[src/rtl/cache_ctrl.sv]
// cache_ctrl: lookup/refill sequencer for a 4-line direct-mapped cache with
// 6-bit tags. Address layout: addr[7:2] = tag, addr[1:0] = line.
//
// Handshakes:
//   cpu_req/cpu_rdy is request/complete. cpu_req is a level the CPU holds,
//   with cpu_addr stable, until cpu_rdy, which is a one-cycle pulse.
//   cpu_hit is meaningful only while cpu_rdy=1.
//   mem_req/mem_ack is request/complete. mem_req is a level with mem_addr
//   stable. mem_ack is a one-cycle pulse and is honoured only in REFILL.
module cache_ctrl (
  input  logic       clk,
  input  logic       reset,
  input  logic       cpu_req,
  input  logic [7:0] cpu_addr,
  input  logic       flush,
  output logic       cpu_rdy,
  output logic       cpu_hit,
  output logic       busy,
  output logic [1:0] tag_line,
  output logic [5:0] tag_din,
  output logic       tag_wr,
  input  logic [5:0] tag_dout,
  output logic       mem_req,
  output logic [7:0] mem_addr,
  input  logic       mem_ack,
  output logic [7:0] hit_cnt,
  output logic [7:0] miss_cnt
);

  typedef enum logic [2:0] {
    S_IDLE      = 3'd0,
    S_LOOKUP    = 3'd1,
    S_REFILL    = 3'd2,
    S_UPDATE    = 3'd3,
    S_DONE_HIT  = 3'd4,
    S_DONE_MISS = 3'd5
  } state_e;

  state_e      state_q, state_d;
  logic [7:0]  addr_q, addr_d;
  logic [3:0]  valid_q, valid_d;
  logic [7:0]  hit_cnt_q, hit_cnt_d;
  logic [7:0]  miss_cnt_q, miss_cnt_d;
  logic        lookup_hit;

  // Hit test against the tag array's combinational read of the latched line.
  assign lookup_hit = valid_q[addr_q[1:0]] && (tag_dout == addr_q[7:2]);

  // State and datapath registers; reset clears everything immediately.
  always_ff @(posedge clk or posedge reset) begin
    if (reset) begin
      state_q    <= S_IDLE;
      addr_q     <= 8'd0;
      valid_q    <= 4'd0;
      hit_cnt_q  <= 8'd0;
      miss_cnt_q <= 8'd0;
    end else begin
      state_q    <= state_d;
      addr_q     <= addr_d;
      valid_q    <= valid_d;
      hit_cnt_q  <= hit_cnt_d;
      miss_cnt_q <= miss_cnt_d;
    end
  end

  // Next-state logic; flush takes priority over a request in IDLE.
  always_comb begin
    state_d = state_q;
    case (state_q)
      S_IDLE: begin
        if (!flush && cpu_req) state_d = S_LOOKUP;
      end
      S_LOOKUP:    state_d = lookup_hit ? S_DONE_HIT : S_REFILL;
      S_REFILL: begin
        if (mem_ack) state_d = S_UPDATE;
      end
      S_UPDATE:    state_d = S_DONE_MISS;
      S_DONE_HIT:  state_d = S_IDLE;
      S_DONE_MISS: state_d = S_IDLE;
      default:     state_d = S_IDLE;
    endcase
  end

  // Datapath updates: address latch, valid bits and saturating counters.
  always_comb begin
    addr_d     = addr_q;
    valid_d    = valid_q;
    hit_cnt_d  = hit_cnt_q;
    miss_cnt_d = miss_cnt_q;
    case (state_q)
      S_IDLE: begin
        if (flush) valid_d = 4'd0;
        else if (cpu_req) addr_d = cpu_addr;
      end
      S_LOOKUP: begin
        if (lookup_hit) begin
          if (hit_cnt_q != 8'hFF) hit_cnt_d = hit_cnt_q + 8'd1;
        end else begin
          if (miss_cnt_q != 8'hFF) miss_cnt_d = miss_cnt_q + 8'd1;
        end
      end
      S_UPDATE: valid_d[addr_q[1:0]] = 1'b1;
      default: ;
    endcase
  end

  // Output decode from registered state; only tag_line sees cpu_addr, in IDLE.
  always_comb begin
    cpu_rdy  = 1'b0;
    cpu_hit  = 1'b0;
    tag_wr   = 1'b0;
    mem_req  = 1'b0;
    busy     = (state_q != S_IDLE);
    tag_line = (state_q == S_IDLE) ? cpu_addr[1:0] : addr_q[1:0];
    tag_din  = addr_q[7:2];
    mem_addr = addr_q;
    case (state_q)
      S_REFILL:    mem_req = 1'b1;
      S_UPDATE:    tag_wr  = 1'b1;
      S_DONE_HIT: begin
        cpu_rdy = 1'b1;
        cpu_hit = 1'b1;
      end
      S_DONE_MISS: cpu_rdy = 1'b1;
      default: ;
    endcase
  end

  assign hit_cnt  = hit_cnt_q;
  assign miss_cnt = miss_cnt_q;

endmodule

[config.mk]
export PLATFORM = sky130hd
export DESIGN_NAME = cache_ctrl
export DESIGN_NICKNAME = d
export VERILOG_FILES = /design/src/rtl/cache_ctrl.sv
export SDC_FILE = /design/constraint.sdc
export NUM_CORES = 1
export LEC_CHECK = 0
export ABC_AREA = 1
export CAP_MARGIN = 10
export CORE_MARGIN = 3
export CORE_UTILIZATION = 38
export DETAILED_ROUTE_END_ITERATION = 12
export GPL_ROUTABILITY_DRIVEN = 0
export PLACE_DENSITY = 0.66
export SLEW_MARGIN = 20
export SYNTH_ARGS = -nofsm -noshare
export SYNTH_HDL_FRONTEND = slang
export SYNTH_SLANG_ARGS = --single-unit
export TNS_END_PERCENT = 30
[constraint.sdc]
create_clock -name clk -period 2.39 [get_ports clk]
set_input_delay 0.717 -clock clk [delete_from_list [all_inputs] [get_ports clk]]
set_output_delay 0.717 -clock clk [all_outputs]
set_load 0.005 [all_outputs]
==> flow_metrics.py, run 1 <==
metrics = {
    "critical_path": {
        "start_kind": "flip-flop",
        "critPathSlowestCell": "clkdlybuf4s50_1",
        "max_stage_delay_ns": 0.55,
        "path_max_fanout": 5,
        "required_ns": 1.67,
        "r2r_end": "hit_cnt[3]",
        "critPathKind": "reg -> out",
        "rrSetupSlack_ns": 0.61,
        "rr_worst_depth": 5,
        "crit_start": "state_q[2]",
        "arrival_ns": 1.58,
        "crit_chain": "nor3_1 > clkdlybuf4s50_1",
        "crit_path_end_kind": "primary output",
        "r2r-start": "state_q[1]",
    },
    "final_layout": {
        "diodes": 0,
        "drive_gt1_share_pct": 13.3,
        "syn2layout_area_growth_pct": 36.9,
        "nNetsFinal": 321,
        "final_common_cell": "nand2_1",
        "final_cell_mix": "72 x nand2_1, 53 x clkdlybuf4s50_1, 29 x dfrtp_1",
    },
    "clock_network": {
        "cts_inserted_buffers": 5,
        "htreeDepth": 2,
        "clock_latency_ns": 0.29,
        "cts_max_path_buffers": 2,
        "clock-sinks": 31,
        "cts_root_buf": "clkbuf_8",
        "path_clk_slew_ns": 0.07,
        "cts_tree": "yes",
    },
    "synthesis": {
        "synth_cell_types": 28,
        "yosys.area.top_type": "dfrtp_1",
        "synth_top_family_by_area": "simple AND/OR/NAND/NOR gates",
        "synthMuxAreaShare_pct": 0.587,
        "synth-seq-area-share_pct": 40.4,
        "yosys.area_share.simple_pct": 38.5,
        "synthTopCellsByArea": "dfrtp_1 40%, nand2_1 14%, nand4_1 6.8%",
        "yosysTopAreaCellShare_pct": 40.4,
        "synthAdderAreaFrac_pct": 1.30,
        "ys_ff_latch": 31,
        "synth-xor-area-share_pct": 3.65,
        "synth_compound_area_share_pct": 4.57,
        "ys.warnings.count": 0,
        "synthCells": 242,
        "synth.avg_cell_area_um2": 7.93,
        "synth_area_um2": 1920,
        "synth_nets": 263,
    },
    "die": {
        "num_rows": 25,
        "initial_utilization_pct": 40.1,
        "die_h_um": 77.0,
        "fp.dieW_um": 77.0,
        "dieArea_um2": 5940,
        "ios": 56,
        "core_um2": 4790,
    },
    "drt": {
        "drt_iter0_drc": 118,
        "wl_um": 4420,
        "drc_errors": 0,
        "vias": 1746,
        "drt_pre_antenna_iters": 4,
        "postRouteAntennaNets": 0,
        "via_per_inst": 4.74,
        "wire_per_inst_um": 12.0,
    },
    "sta": {
        "skew_ns": 0.00875,
        "whs_ns": 0.505,
        "hold_viol_final": 0,
        "fmax_ghz": 0.435,
        "rsz0062_at_grt": "false",
        "setup_viol": 0,
        "min_period_ns": 2.30,
        "tightest_slew_ns": 0.698,
        "maxSlewHeadroom_pct": 53.3,
        "report.final.slew_viol_count": 0,
        "post-route-period-util_pct": 96.3,
        "tns_ns": 0,
    },
    "grt": {
        "grt_usage_pct": 16.0,
        "grt_max_degree": 32,
        "grt-ovfl-total": 0,
        "grt_pass1_vias": 1672,
        "grt_pass1_wl_um": 7710,
        "antenna_found_initial": 0,
    },
    "hold_path": {
        "min_path_cells": 2,
        "worstHoldEndpoint": "valid_q[0]",
        "worst_hold_path_type": "reg -> reg",
        "min_from": "valid_q[0]",
    },
    "pwr": {
        "p_total_w": 0.00264,
        "pwr_density_cell_nw_per_um2": 1010,
        "power_frac_comb_pct": 46.0,
        "power_leakage_nw": 1.28,
        "power.share.clock_pct": 20.9,
        "ir_drop_mv": 0.574,
        "seqPwrFrac_pct": 33.1,
        "cell_internal_pwr_w": 0.00165,
        "swShare_pct": 37.7,
        "p_switching_w": 0.000995,
    },
    "placed_design": {
        "hpwl_um": 3190,
        "port_buffers": 55,
    },
    "run": {
        "maxCapViolations": 0,
    },
    "run_status": {
        "status": "finished, final reports clean",
    },
}
## cells by family (layout without fill, tap and decap cells)
group	count (synthesis)	after routing
AOI/OAI and AO/OA	16	16
xor gates and xnor gates	8	8
adders and majority gates	2	2
buffers and inverters	42	101
DFF	31	31
muxes	1	1
and+or+nand+nor	142	142
## worst max path at each step
stage                   to  slack, ns  cells past startpoint
2_1_floorplan   hit_cnt[6]       0.78                      9
3_3_place_gp   tag_line[1]      -0.16                      4
3_5_place_dp   tag_line[1]      -0.19                      4
4_1_cts               busy       0.01                      3
5_1_grt            mem_req      0.003                      3
6_report           mem_req       0.09                      2
## synth_stat cells (all sizes together)
cell type / n
nand2: 74
inv: 32
dfrtp: 31
nor2: 26
nand4: 23
nand3: 11
buf: 10
a21oi: 8
nor3: 6
a31oi: 4
xnor2: 4
xor2: 4
o21ai: 3
ha: 2
or2: 2
a21o: 1
mux2: 1
## area by class of cell
type / instances / area [µm²]
Timing Repair Buffer: 61 / 593
Inverter: 32 / 120
Multi-Input combinational cell: 169 / 932
Tap cell: 67 / 83.8
Clock buffer: 6 / 82.6
Sequential cell: 31 / 778
Fill cell: 444 / 2160
Clock inverter: 2 / 35.0
## power by group through the flow
stage               Combinational (W)  Sequential, W  Clock [W]
finish                        0.00121       0.000875   0.000553
global route                  0.00135       0.000905   0.000589
detailed placement            0.00120       0.000888          0
floorplan                    0.000711       0.000861          0
CTS                           0.00119       0.000882   0.000564
global placement              0.00118       0.000882          0
## worst max-delay path, delay by kind of cell, from the launching register on
| kind | cells | cell delay [ns] |
|---|---|---|
| flip-flops | 1 | 0.48 |
| buffers and inverters | 1 | 0.55 |
| AND/OR/NAND/NOR | 1 | 0.26 |
## sequential cells by signal, summed over array words and instances (netlist names)
name      cells
state_q       3
miss_cnt      8
mem_addr      8
hit_cnt       8
valid_q       4
## per-stage QoR
stage               std cells  utilization (%)  instance area [µm²]  setup slack, ns
floorplan                 242                -                 1920            0.785
global placement          357             51.9                 2480           -0.163
detailed placement        357             51.9                 2480           -0.188
CTS                       365             54.4                 2600           0.0148
global route              368             54.8                 2630          0.00302
finish                    368             54.8                 2630           0.0890
## layer usage
layer  track usage [%]  vias to the layer above  share of wire (%)
met5                 0                        -                  0
met4              6.94                        0                1.8
met3              3.76                       10                4.8
met2              27.0                       47                 49
met1              19.5                      796                 44
li1                  -                      893                  -
## what timing repair did
action	CTS	global route
resized for setup	3	1
buffers inserted	0	3
setup endpoints to repair	4	3
pin swaps	0	1
hold buffers	0	0
No activity file was read; power rests on OpenSTA's default activity.
==> run 2, diff against run 1 <==
ABC_CLOCK_PERIOD_IN_PS = 2390   (was unset)
CTS_CLUSTER_DIAMETER = 80   (was unset)
==> results of run 2 <==
Same layout as run 1: the final DEF is identical, and so are final timing and power.
